### config.mk
export PLATFORM = sky130hd
export DESIGN_NAME = color_fx_scheduler
export DESIGN_NICKNAME = d
export VERILOG_FILES = /design/src/rtl/color_fx_pkg.sv /design/src/rtl/rr_arbiter.sv /design/src/rtl/color_fx_scheduler.sv
export SDC_FILE = /design/constraint.sdc
export NUM_CORES = 1
export LEC_CHECK = 0
export CAP_MARGIN = 20
export CELL_PAD_IN_SITES_DETAIL_PLACEMENT = 0
export CELL_PAD_IN_SITES_GLOBAL_PLACEMENT = 1
export CORE_MARGIN = 2
export CORE_UTILIZATION = 42
export DETAILED_ROUTE_END_ITERATION = 8
export GPL_ROUTABILITY_DRIVEN = 1
export PLACE_DENSITY = 0.95
export SLEW_MARGIN = 15
export SYNTH_ARGS = -nofsm -noshare
export SYNTH_HDL_FRONTEND = slang
export SYNTH_SLANG_ARGS = --single-unit
### constraint.sdc
create_clock -name clk -period 5.6 [get_ports clk]
set_clock_uncertainty 0.2 [all_clocks]
set_input_delay 1.12 -clock clk [delete_from_list [all_inputs] [get_ports clk]]
set_output_delay 1.12 -clock clk [all_outputs]
set_load 0.005 [all_outputs]
### src/rtl/color_fx_pkg.sv
// color_fx_pkg: shared colour/state types and helpers for the colour-flash scheduler
package color_fx_pkg;

    localparam int COLOR_W = 12;

    typedef struct packed {
        logic [3:0] r;
        logic [3:0] g;
        logic [3:0] b;
    } rgb_t;

    typedef enum logic [1:0] {IDLE, FLASH_ON, FLASH_OFF} state_t;

    function automatic rgb_t unpack_rgb(input logic [COLOR_W-1:0] c);
        return '{r: c[11:8], g: c[7:4], b: c[3:0]};
    endfunction

endpackage

### src/rtl/rr_arbiter.sv
// rr_arbiter: combinational round-robin pick of the first pending requester at or above the pointer
module rr_arbiter #(
    parameter int N = 4,
    localparam int PW = (N > 1) ? $clog2(N) : 1
) (
    input  logic [N-1:0]  pending_i,
    input  logic [PW-1:0] ptr_i,
    output logic [N-1:0]  grant_o,
    output logic          valid_o
);

    logic [PW-1:0] idx;

    // scan downward from the farthest offset so the nearest pending index overwrites last
    always_comb begin
        grant_o = '0;
        idx = '0;
        for (int k = N - 1; k >= 0; k--) begin
            idx = PW'((int'(ptr_i) + k) % N);
            if (pending_i[idx]) begin
                grant_o = '0;
                grant_o[idx] = 1'b1;
            end
        end
    end

    assign valid_o = |pending_i;

endmodule

### src/rtl/color_fx_scheduler.sv
// color_fx_scheduler: round-robin arbitration of colour-flash requests driving a registered 12-bit RGB output
module color_fx_scheduler
    import color_fx_pkg::*;
#(
    parameter int NUM_REQ     = 4,
    parameter int PRESCALE_W  = 25,
    parameter int FLASH_PAIRS = 3
) (
    input  logic                       clk,
    input  logic                       reset_n,
    input  logic [NUM_REQ-1:0]         req_i,
    input  logic [COLOR_W*NUM_REQ-1:0] req_color_i,
    input  logic [COLOR_W-1:0]         base_color_i,
    input  logic                       idle_blink_i,
    input  logic                       cancel_i,
    output logic [NUM_REQ-1:0]         ack_o,
    output logic                       busy_o,
    output logic [3:0]                 red_o,
    output logic [3:0]                 green_o,
    output logic [3:0]                 blue_o
);

    localparam int PW = $clog2(NUM_REQ);

    state_t                state_q, state_d;
    logic [PRESCALE_W-1:0] pre_q, pre_d;
    logic [NUM_REQ-1:0]    pend_q, pend_d;
    logic [PW-1:0]         ptr_q, ptr_d;
    logic [3:0]            phase_q, phase_d;
    logic                  idle_ph_q, idle_ph_d;
    logic [NUM_REQ-1:0]    ack_q, ack_d;
    rgb_t                  col_q, col_d;
    rgb_t                  rgb_q, rgb_d;

    logic                  tick;
    logic [NUM_REQ-1:0]    gnt;
    logic                  gnt_valid;
    logic [PW-1:0]         gidx;
    logic [COLOR_W-1:0]    gcol;

    assign tick = &pre_q;

    rr_arbiter #(.N(NUM_REQ)) u_arb (
        .pending_i (pend_q),
        .ptr_i     (ptr_q),
        .grant_o   (gnt),
        .valid_o   (gnt_valid)
    );

    // encode the one-hot grant into an index and pick that requester's colour
    always_comb begin
        gidx = '0;
        gcol = '0;
        for (int i = 0; i < NUM_REQ; i++) begin
            if (gnt[i]) begin
                gidx = PW'(i);
                gcol = req_color_i[COLOR_W*i +: COLOR_W];
            end
        end
    end

    // flash state machine; RGB is computed from next-state values so it changes on the same edge as the state
    always_comb begin
        state_d   = state_q;
        pre_d     = pre_q + 1'b1;
        pend_d    = pend_q;
        ptr_d     = ptr_q;
        phase_d   = phase_q;
        idle_ph_d = idle_ph_q;
        ack_d     = '0;
        col_d     = col_q;
        case (state_q)
            IDLE: begin
                idle_ph_d = idle_ph_q ^ tick;
                if (gnt_valid) begin
                    state_d = FLASH_ON;
                    col_d   = unpack_rgb(gcol);
                    pend_d  = pend_q & ~gnt;
                    ack_d   = gnt;
                    ptr_d   = (gidx == PW'(NUM_REQ - 1)) ? '0 : gidx + 1'b1;
                    pre_d   = '0;
                    phase_d = '0;
                end
            end
            FLASH_ON: begin
                if (cancel_i) state_d = IDLE;
                else if (tick) state_d = FLASH_OFF;
            end
            FLASH_OFF: begin
                if (cancel_i) begin
                    state_d = IDLE;
                end else if (tick) begin
                    phase_d = phase_q + 4'd1;
                    state_d = (phase_d == 4'(FLASH_PAIRS)) ? IDLE : FLASH_ON;
                end
            end
            default: state_d = IDLE;
        endcase
        if (!idle_blink_i) idle_ph_d = 1'b0;
        pend_d = pend_d | req_i;
        rgb_d = (state_d == FLASH_ON)  ? col_d :
                (state_d == FLASH_OFF) ? rgb_t'('0) :
                unpack_rgb(base_color_i ^ {COLOR_W{idle_ph_d}});
    end

    // state and datapath registers with asynchronous active-low reset
    always_ff @(posedge clk or negedge reset_n) begin
        if (!reset_n) begin
            state_q   <= IDLE;
            pre_q     <= '0;
            pend_q    <= '0;
            ptr_q     <= '0;
            phase_q   <= '0;
            idle_ph_q <= 1'b0;
            ack_q     <= '0;
            col_q     <= '0;
            rgb_q     <= '0;
        end else begin
            state_q   <= state_d;
            pre_q     <= pre_d;
            pend_q    <= pend_d;
            ptr_q     <= ptr_d;
            phase_q   <= phase_d;
            idle_ph_q <= idle_ph_d;
            ack_q     <= ack_d;
            col_q     <= col_d;
            rgb_q     <= rgb_d;
        end
    end

    assign ack_o   = ack_q;
    assign busy_o  = (state_q != IDLE);
    assign red_o   = rgb_q.r;
    assign green_o = rgb_q.g;
    assign blue_o  = rgb_q.b;

endmodule

### Word-level counts from Yosys, hierarchy flattened

Index checks and enable logic that the tools add are counted.
Widths: inputs -> output; s select.

| word-level totals | value |
|---|---|
| flip-flop bits (word level) | 66 |
| input bits | 68 |
| output and inout port bits | 17 |
| word-level logic and storage cells | 103 |

| cells by class | value |
|---|---|
| $add $sub $neg | 6 |
| $lt $le $gt $ge | 8 |
| eq/ne operators | 9 |
| muxes and demuxes | 51 |
| bitwise logic cells | 5 |
| reduce and logical (&&, ||, !) cells | 11 |

Operators with widths:

| kind | number |
|---|---|
| $mux 12 | 8 |
| $mux 25 | 2 |
| $mux 4 | 11 |
| $add 25x1->25 const B | 1 |
| $reduce_and 25->1 | 1 |
| $mux 2 | 8 |
| $lt 2x3->1 const B | 4 |
| $mux 1 | 12 |
| $xor 12x12->12 | 1 |
| $bmux 1 s2 | 4 |
| $demux 1 s2 | 4 |
| $ge 2x1->1 const B | 4 |
| $pmux 4 s2 | 1 |
| $eq 2x2->1 const B | 3 |
| $ne 2x2->1 const B | 3 |
| $pmux 2 s3 | 1 |
| $add 2x1->2 const B | 2 |
| $add 2x2->2 const B | 2 |
| $add 4x1->4 const B | 1 |
| $and 4x4->4 | 1 |
| $eq 2x1->1 const B | 2 |
| $eq 4x2->1 const B | 1 |
| $logic_and 1x1->1 | 4 |
| $not 4->4 | 1 |
| other kinds (7) | 8 |

### Logic depth before layout (Yosys ltp)

Gate-level depths: netlist of run 1.

| logic depth | value |
|---|---|
| depth after elaboration | 16 |
| gate-level depth with buffers | 10 |
| depth with buffers taken out | 8 |

### Cells and area by module

Synthesis of run 1 repeated with hierarchy kept, for this count alone.

| second synthesis, totals | value |
|---|---|
| cells, all modules | 391 |
| area total of the unflattened synthesis | 3771.1 µm² |

Modules (own cells, without submodules):

| module | instances | cells each | area an instance (µm²) | sequential area each (µm²) |
|---|---|---|---|---|
| color_fx_scheduler | 1 | 343 | 3349.5 | 1651.6 |
| rr_arbiter | 1 | 48 | 421.7 | 0.0 |

### Worst setup path before layout of run 1

No wires, ideal clock.

| timing | value |
|---|---|
| path kind | reg2reg |
| start | reg ptr_q[0] |
| end | reg rgb_q, in the netlist blue_o[0] |
| library setup time | 156 ps |
| arrival time | 2469 ps |
| data required time | 5244 ps |
| slack | 2775 ps |
| cell stages (with the launch flop) | 10 |
| path buffers | 1 |
| clock period less this slack | 2825 ps |
| path through | dfrtp_1 > inv_1 > ha_1 > mux4_2 > nor3b_2 > a311oi_4 > buf_4 > o32ai_1 > o31ai_1 > o221ai_1 |

RTL lines:

| what | RTL line | source |
|---|---|---|
| start, declared | color_fx_scheduler.sv:28 | `logic [PW-1:0] ptr_q, ptr_d;` |
| start signal, assigned | color_fx_scheduler.sv:122 | `ptr_q <= ptr_d;` |
| end signal, assigned | color_fx_scheduler.sv:127 | `rgb_q <= rgb_d;` |
| end, declared | color_fx_scheduler.sv:33 | `rgb_t rgb_q, rgb_d;` |

==> results.json, run 1 <==
{
  "placed_area_um2": 4890,
  "clk_latency_ps": 330,
  "clk_path_buf_depth": 2,
  "crit_slowest_cell": "a311o_1",
  "clk_pin_slew_ps": 70,
  "avgSynthCellArea_um2": 9.42,
  "synth-async-reset-ratio": 1.00,
  "max_freq_mhz": 267,
  "synth_edf_count": 0,
  "hold_violations": 0,
  "first_global_vias": 3388,
  "fillers": 807,
  "path_cells": "inv_1 -> ha_1 -> mux4_2 -> nor2_1 -> a311o_1 -> nor3_1 -> o31ai_1 -> o221ai_1",
  "first_pass_iters": 4,
  "area_growth_pct": 28.0,
  "design_area_um2": 5100,
  "crit_arrival_ps": 3730,
  "cts_resized": 0,
  "drt_iter0_drc": 194,
  "critPathMaxFanout": 28,
  "yosysWarnings": 0,
  "vdd_drop_max_mv": 0.404,
  "slowest_delay_ps": 920,
  "nets": 574,
  "final_common_cell": "clkdlybuf4s50_1",
  "status": "finished, final reports clean",
  "io-pin-count": 85,
  "max_slew.worst_pin.slew_ps": 1030,
  "htreeDepth": 3,
  "cap_violations": 0,
  "hold_class": "flip-flop to flip-flop",
  "maxSlewViolCount": 0,
  "remaining_drc_errors": 0,
  "total_power_uw": 2330,
  "finish.utilization": 0.552,
  "wire_per_inst_um": 15.5,
  "setup_tns_ps": 0,
  "slew_headroom": 0.302,
  "ys.flop_type": "dfrtp_1",
  "cp.required_ps": 5580,
  "cts_hold_buf": 0,
  "syn_nets": 500,
  "powerDensity_nw_per_um2": 456,
  "yosysSeqAreaShare": 0.414,
  "p_leak_uw": 0.00212,
  "min_period_ps": 3740,
  "io_buffers": 84,
  "cts_sinks": 66,
  "cts_root_buffer": "clkbuf_8",
  "grt_overflow": 0,
  "critPathLaunchType": "flip-flop",
  "grt_usage": 0.201,
  "antenna_cells": 0,
  "antenna_found_initial": 0,
  "syn_area_um2": 3990,
  "holdPathStages": 1,
  "synthCells": 423,
  "routed_via_density": 5.41,
  "dieArea_um2": 10300,
  "layout_common_cells": "83 x clkdlybuf4s50_1, 66 x dfrtp_1, 41 x inv_1",
  "grt_first_pass_wirelength_um": 16400,
  "setup_violations": 0,
  "vias": 3416,
  "ys_ff_latch": 66,
  "cts_buffers": 9,
  "setup.worst_path.class": "flip-flop to flip-flop",
  "post_cts_buffers": 0,
  "cts_tree": "built",
  "grt_max_degree": 67,
  "dp_hpwl_um": 7140,
  "yosys.cell_types.count": 55,
  "start_util": 0.431,
  "reg2regPathDepth": 8,
  "gp_congestion": 0.861,
  "ant_nets": 0,
  "core-area_um2": 9240,
  "die_x_um": 101,
  "rows": 35,
  "end_kind": "flip-flop",
  "fp.dieH_um": 101,
  "layout-drive-gt1-share": 0.0657,
  "totalWireLength_um": 9800,
  "post-route-period-util": 0.669,
  "rsz0062_at_grt": "no"
}
==> power breakdown <==
part	internal (µW)	switching, µW
combinational	522	723
sequential	604	83.1
clock	216	178
total	1340	984
==> cell families after synthesis <==
group / synth area share
simple gates: 0.211
fa+ha+maj: 0.0282
buf+inv: 0.0734
xor+xnor: 0.0725
flops: 0.414
mux: 0.0261
compound gates: 0.174
==> synthesized netlist by cell type (7+ instances only) <==
cell | instances | area (µm²)
clkbuf_1 | 11 | 41.3
dfrtp_1 | 66 | 1650
ha_1 | 9 | 113
inv_1 | 41 | 154
nand2_1 | 19 | 71.3
nand2b_1 | 7 | 43.8
nand3_1 | 22 | 110
nand4_1 | 9 | 56.3
nor2_1 | 33 | 124
nor3_1 | 15 | 75.1
nor4b_1 | 12 | 105
o21a_1 | 12 | 90.1
o21ai_0 | 23 | 115
o221ai_1 | 12 | 105
o31ai_1 | 13 | 97.6
o32ai_1 | 12 | 105
xnor2_1 | 16 | 140
xor2_1 | 17 | 149
==> worst max-delay path, delay by kind of cell, from the launching register on <==
family / cells / cell delay (ps)
compound gates: 3 / 1630
flops: 1 / 530
mux: 1 / 370
simple gates: 2 / 350
fa+ha+maj: 1 / 340
buf+inv: 1 / 160
==> final cells by class <==
class,count,area [µm²],area share
multi-input cells,290,2050,0.403
flip-flops and latches,66,1650,0.324
inverters,42,158,0.0309
clock buffers,11,141,0.0277
repair buffers,88,882,0.173
clock inverters,5,53.8,0.0105
well taps,129,161,0.0316
==> flip-flops by register name (all words and copies together) (netlist names) <==
name,count
pre_q,25
col_q,12
ack_o,4
blue_o,4
green_o,4
pend_q,4
phase_q,4
red_o,4
ptr_q,2
state_q,2
idle_ph_q,1
==> worst paths after layout <==
path / startpoint / endpoint / slack (ps)
min reg2reg: pre_q[0]$_DFF_PN0_ / pre_q[0]$_DFF_PN0_ / 310
min in group asynchronous: reset_n / ack_o[1]$_DFF_PN0_ / 770
max in group asynchronous: reset_n / blue_o[0]$_DFF_PN0_ / 3890
min: pre_q[0]$_DFF_PN0_ / pre_q[0]$_DFF_PN0_ / 310
max: ptr_q[0]$_DFFE_PN0P_ / red_o[0]$_DFF_PN0_ / 1860
max reg2reg: ptr_q[0]$_DFFE_PN0P_ / red_o[0]$_DFF_PN0_ / 1860
==> metrics by stage <==
stage	hold slack [ps]	instances	setup WS, ps
after global routing	313	631	1540
after global placement	270	613	2040
after CTS	292	630	1850
after detailed placement	282	614	1870
after floorplan	248	423	2780
final	312	631	1860
==> per-layer routing <==
metal | part of all wire | GRT usage | vias to the layer above
met4 | 0.0066 | 0.0364 | 0
met1 | 0.45 | 0.264 | 1645
li1 | - | - | 1672
met2 | 0.50 | 0.340 | 91
met3 | 0.045 | 0.0524 | 8
met5 | 0 | 0 | -
(Power assumes the default switching activity.)
==> run 2: changes to the inputs <==
--- a/config.mk
+++ b/config.mk
@@ -9,10 +9,10 @@
 export CELL_PAD_IN_SITES_DETAIL_PLACEMENT = 0
 export CELL_PAD_IN_SITES_GLOBAL_PLACEMENT = 1
 export CORE_MARGIN = 2
-export CORE_UTILIZATION = 42
+export CORE_UTILIZATION = 35
 export DETAILED_ROUTE_END_ITERATION = 8
 export GPL_ROUTABILITY_DRIVEN = 1
-export PLACE_DENSITY = 0.95
+export PLACE_DENSITY = 0.88
 export SLEW_MARGIN = 15
 export SYNTH_ARGS = -nofsm -noshare
 export SYNTH_HDL_FRONTEND = slang
==> constraint.sdc (replaced) <==
create_clock -name clk -period 3.1 [get_ports clk]
set_clock_uncertainty 0.2 [all_clocks]
set_input_delay 0.62 -clock clk [delete_from_list [all_inputs] [get_ports clk]]
set_output_delay 0.62 -clock clk [all_outputs]
set_load 0.005 [all_outputs]
==> run 2 against run 1 <==
  * Sequential cell count unchanged
  * Utilization down 5.8 points
  * Register-to-register slack worse by 1700 ps
  * Sequential share of layout area fell by 1.9 points
  * Cell area is 6.3% higher
  * Non-clock buffer count rose by 17
  * Power grew 110%
  * Maximum frequency increased by 26%
  * Combinational power increased by 110%
  * Critical path type unchanged
  * Via count increased by 4.0%
  * First-iteration DRC count up 65%
  * Global-route usage down 2.4 points
==> results.json, run 2 (synthesis gave the netlist of run 1 again) <==
{
  "rows": 38,
  "seq_area_um2": 1650,
  "antenna_found_initial": 0,
  "layout-drive-gt1-share": 0.123,
  "design_area_um2": 5420,
  "dp_hpwl_um": 7890,
  "hold_class": "primary input to asynchronous set/reset pin",
  "antenna_cells": 0,
  "cts_tree": "built",
  "htreeDepth": 3,
  "p_leak_uw": 0.00223,
  "post-route-period-util": 0.955,
  "critical-path-top-delay-family": "compound AO/OA/AOI/OAI gates",
  "setup.worst_path.class": "flip-flop to flip-flop",
  "fp.dieH_um": 111,
  "crit_arrival_ps": 2950,
  "first_global_vias": 3633,
  "crit_slowest_cell": "dfrtp_2",
  "final_common_cell": "clkdlybuf4s50_1",
  "total_power_uw": 4850,
  "maxSlewViolCount": 0,
  "slowest_delay_ps": 440,
  "nets": 591,
  "layout_common_cells": "83 x clkdlybuf4s50_1, 65 x dfrtp_1, 41 x inv_1",
  "grt_usage": 0.177,
  "fillers": 1010,
  "placed_area_um2": 5050,
  "core-area_um2": 11000,
  "die_x_um": 111,
  "routed_via_density": 5.39,
  "remaining_drc_errors": 0,
  "vias": 3551,
  "clk_latency_ps": 330,
  "r2r_setup_slack_ps": 140,
  "status": "finished, final reports clean",
  "multi_input_area_um2": 2120,
  "clk_path_buf_depth": 2,
  "end_kind": "flip-flop",
  "dieArea_um2": 12300,
  "rr_endpoint": "blue_o[2]$_DFF_PN0_",
  "hold_violations": 0,
  "finish.utilization": 0.494,
  "reg2regPathDepth": 9,
  "top_regs": "pre_q x25, col_q x12",
  "io-pin-count": 85,
  "reg2reg_from": "ptr_q[1]$_DFFE_PN0P_",
  "rsz0062_at_grt": "yes",
  "clk_pin_slew_ps": 60,
  "cap_violations": 0,
  "largest_register_ffs": 25,
  "totalWireLength_um": 10700,
  "slew_headroom": 0.619,
  "cts_sinks": 66,
  "max_freq_mhz": 338,
  "gp_congestion": 0.816,
  "first_pass_iters": 4,
  "wire_per_inst_um": 16.2,
  "io_buffers": 84,
  "grt_max_degree": 52,
  "start_util": 0.363,
  "grt_first_pass_wirelength_um": 17800,
  "dp_cells": 641,
  "setup_violations": 0,
  "max_slew.worst_pin.slew_ps": 572,
  "critPathMaxFanout": 13,
  "powerDensity_nw_per_um2": 895,
  "cts_root_buffer": "clkbuf_16",
  "ant_nets": 0,
  "drt_iter0_drc": 320,
  "path_buf_inv": 2,
  "critPathLaunchType": "flip-flop",
  "top_register": "pre_q",
  "path_cells": "inv_1 -> ha_1 -> mux4_2 -> a211o_1 -> o211ai_4 -> buf_4 -> o32ai_1 -> o31ai_1 -> o221ai_1",
  "grt_overflow": 0,
  "cts_buffers": 9,
  "area_growth_pct": 36.0,
  "min_period_ps": 2960,
  "vdd_drop_max_mv": 0.416,
  "cp.required_ps": 3090,
  "final_cells": 659
}
-- run 2: timing repair --
| action | in CTS | in global routing |
|---|---|---|
| buffers inserted | 1 | 1 |
| gates resized for setup | 7 | 9 |
| setup endpoints to repair | 12 | 11 |
| hold buffers | 0 | 0 |
| hold endpoints to repair | 0 | 0 |
| pin swaps | 1 | 0 |
-- run 2: power breakdown --
part / switching [µW] / internal, µW
logic: 1470 / 1190
clock network: 386 / 570
registers: 144 / 1090
total: 2000 / 2850
-- run 2: stage by stage --
stage	setup WS, ps	hold WS, ps	setup TNS [ps]
after floorplan	275	124	0
after global placement	-38.6	278	-53.8
after detailed placement	-119	304	-476
after CTS	43.5	13.0	0
after global routing	-13.0	34.3	-24.4
final	139	13.2	0
-- run 2: worst max-delay path by stage --
stage | end | depth (start not counted) | slack [ps] | start
2_1_floorplan | blue_o[0]$_DFF_PN0_ | 9 | 270 | ptr_q[0]$_DFFE_PN0P_
3_3_place_gp | green_o[3]$_DFF_PN0_ | 9 | -40 | ptr_q[1]$_DFFE_PN0P_
3_5_place_dp | green_o[3]$_DFF_PN0_ | 9 | -120 | ptr_q[1]$_DFFE_PN0P_
4_1_cts | green_o[3]$_DFF_PN0_ | 9 | 40 | ptr_q[1]$_DFFE_PN0P_
5_1_grt | blue_o[2]$_DFF_PN0_ | 9 | -10 | ptr_q[1]$_DFFE_PN0P_
6_report | blue_o[2]$_DFF_PN0_ | 9 | 140 | ptr_q[1]$_DFFE_PN0P_
-- run 2: final cells by class --
cell class                      count  area share
Tap cell                          140      0.0323
Inverter                           42      0.0291
Clock buffer                       10      0.0441
Sequential cell                    66       0.305
Clock inverter                      6     0.00877
Timing Repair Buffer              105       0.190
Multi-Input combinational cell    290       0.391
-- run 2: metal layers --
| layer | wire, µm | up-vias | GRT usage |
|---|---|---|---|
| li1 | - | 1709 | - |
| met1 | 4700 | 1721 | 0.229 |
| met2 | 5250 | 105 | 0.297 |
| met3 | 537 | 16 | 0.0361 |
| met4 | 185 | 0 | 0.0583 |
| met5 | 0 | - | 0 |
==> run 3: changes to the inputs <==
--- a/config.mk
+++ b/config.mk
@@ -8,7 +8,7 @@
 export CAP_MARGIN = 20
 export CELL_PAD_IN_SITES_DETAIL_PLACEMENT = 0
 export CELL_PAD_IN_SITES_GLOBAL_PLACEMENT = 1
-export CORE_MARGIN = 2
+export CORE_MARGIN = 10
 export CORE_UTILIZATION = 35
 export DETAILED_ROUTE_END_ITERATION = 8
 export GPL_ROUTABILITY_DRIVEN = 1
==> run 3 against run 2 <==
  * Utilization fell by 0.20 points
  * Die area rose by 31%
  * Highest routed layer unchanged
  * Combinational power fell by 5%
  * First-iteration DRC count fell by 23%
  * Worst hold slack improved by 100 ps
  * Clock-buffer cell count fell by 1
  * Largest power group unchanged
  * Critical path depth did not move
  * Cell count fell by 0.46%
  * Setup slack got worse by 3.6 ps
  * Cell area fell by 0.42%
==> results.json, run 3 (synthesis gave the netlist of run 1 again) <==
{
  "status": "finished, final reports clean",
  "slowest_delay_ps": 380,
  "layout_common_cells": "83 x clkdlybuf4s50_1, 66 x dfrtp_1, 41 x inv_1",
  "cts_buffers": 9,
  "antenna_cells": 0,
  "nets": 588,
  "total_power_uw": 4880,
  "top_register": "pre_q",
  "first_pass_iters": 5,
  "clk_path_buf_depth": 2,
  "vdd_drop_max_mv": 0.501,
  "rows": 38,
  "setup_tns_ps": 0,
  "grt_max_degree": 42,
  "crit_slowest_cell": "mux4_2",
  "grt_first_pass_wirelength_um": 18700,
  "core-area_um2": 11000,
  "critPathLaunchType": "flip-flop",
  "cts_resized": 0,
  "htreeDepth": 3,
  "hold_slack_ps": 115,
  "gp_congestion": 0.817,
  "cap_violations": 0,
  "path_cells": "inv_1 -> ha_1 -> mux4_2 -> a211o_1 -> o211ai_4 -> buf_4 -> o32ai_1 -> o31ai_1 -> o221ai_1",
  "max_freq_mhz": 337,
  "cts_sinks": 66,
  "post_cts_buffers": 0,
  "clk_pin_slew_ps": 60,
  "grt_overflow": 0,
  "maxSlewViolCount": 0,
  "slew_headroom": 0.550,
  "rr_endpoint": "green_o[1]$_DFF_PN0_",
  "ant_nets": 0,
  "remaining_drc_errors": 0,
  "wire_per_inst_um": 17.0,
  "die_x_um": 127,
  "hold_class": "primary input to asynchronous set/reset pin",
  "end_kind": "flip-flop",
  "dp_hpwl_um": 8280,
  "powerDensity_nw_per_um2": 904,
  "vias": 3528,
  "reg2regPathDepth": 9,
  "final_common_cell": "clkdlybuf4s50_1",
  "cp.required_ps": 3100,
  "max_slew.worst_pin.slew_ps": 674,
  "io-pin-count": 85,
  "cts_root_buffer": "clkbuf_16",
  "dieArea_um2": 16100,
  "layout-drive-gt1-share": 0.105,
  "totalWireLength_um": 11100,
  "largest_register_ffs": 25,
  "min_period_ps": 2960,
  "io_buffers": 84,
  "antenna_found_initial": 0,
  "setup_violations": 0,
  "critPathMaxFanout": 12,
  "start_util": 0.363,
  "p_leak_uw": 0.00224,
  "hold_violations": 0,
  "reg2reg_from": "ptr_q[0]$_DFFE_PN0P_",
  "finish.utilization": 0.492,
  "rsz0062_at_grt": "no",
  "area_growth_pct": 35.5,
  "grt_usage": 0.139,
  "cts_hold_buf": 0,
  "routed_via_density": 5.38,
  "post-route-period-util": 0.956,
  "drt_iter0_drc": 245,
  "cts_tree": "built",
  "crit_arrival_ps": 2960,
  "r2r_setup_slack_ps": 140,
  "top_regs": "pre_q x25, col_q x12",
  "setup.worst_path.class": "flip-flop to flip-flop",
  "first_global_vias": 3706,
  "fp.dieH_um": 127,
  "clk_latency_ps": 340
}
-- run 3: cell count changes in the layout (fill, tap and decap cells not counted), moves of 2 or more --
cell       previous run  this run
buf_4                18        15
nor4b_1               9        12
nor4b_2               3         0
o31ai_1               7        10
o31ai_2               6         3
bufinv_16             0         2
clkinv_4              1         3
inv_6                 3         1
-- run 3: critical path: cells and delay by family (launching register included) --
family,cells,cell delay [ps]
AOI/OAI and AO/OA,5,1230
adders and majority gates,1,340
buffers and inverters,2,300
DFF,1,370
muxes,1,380
-- run 3: stage by stage --
| stage | setup slack, ps | std cells | cell area (µm²) |
|---|---|---|---|
| after floorplan | 275 | 423 | 3990 |
| after detailed placement | 6.10 | 640 | 5050 |
| final | 136 | 656 | 5400 |
| after global placement | 131 | 640 | 5050 |
| after CTS | 5.34 | 656 | 5370 |
| after global routing | 17.4 | 656 | 5400 |
-- run 3: cell type report --
cell class	count	area [µm²]
Fill cell	1001	5580
Multi-Input combinational cell	290	2080
Sequential cell	66	1650
Timing Repair Buffer	102	1010
Clock buffer	9	225
Tap cell	140	175
Inverter	42	158
Clock inverter	7	103
-- run 3: worst max path at each step --
stage	from	end
finish	ptr_q[0]$_DFFE_PN0P_	green_o[1]$_DFF_PN0_
global route	ptr_q[0]$_DFFE_PN0P_	green_o[1]$_DFF_PN0_
CTS	ptr_q[0]$_DFFE_PN0P_	green_o[1]$_DFF_PN0_
global placement	ptr_q[0]$_DFFE_PN0P_	green_o[1]$_DFF_PN0_
detailed placement	ptr_q[0]$_DFFE_PN0P_	green_o[1]$_DFF_PN0_
floorplan	ptr_q[0]$_DFFE_PN0P_	blue_o[0]$_DFF_PN0_
-- run 3: metal layers --
metal,global-route usage,wire length [µm],vias to the layer above
met5,0,0,-
met4,0.0348,95,0
met3,0.0550,732,10
met2,0.223,5400,91
met1,0.171,4890,1728
li1,-,-,1699
-- run 3: power breakdown --
part	switching, µW	total, µW	internal [µW]
logic	1420	2540	1130
clock network	404	1110	710
registers	129	1220	1090
total	1950	4880	2930
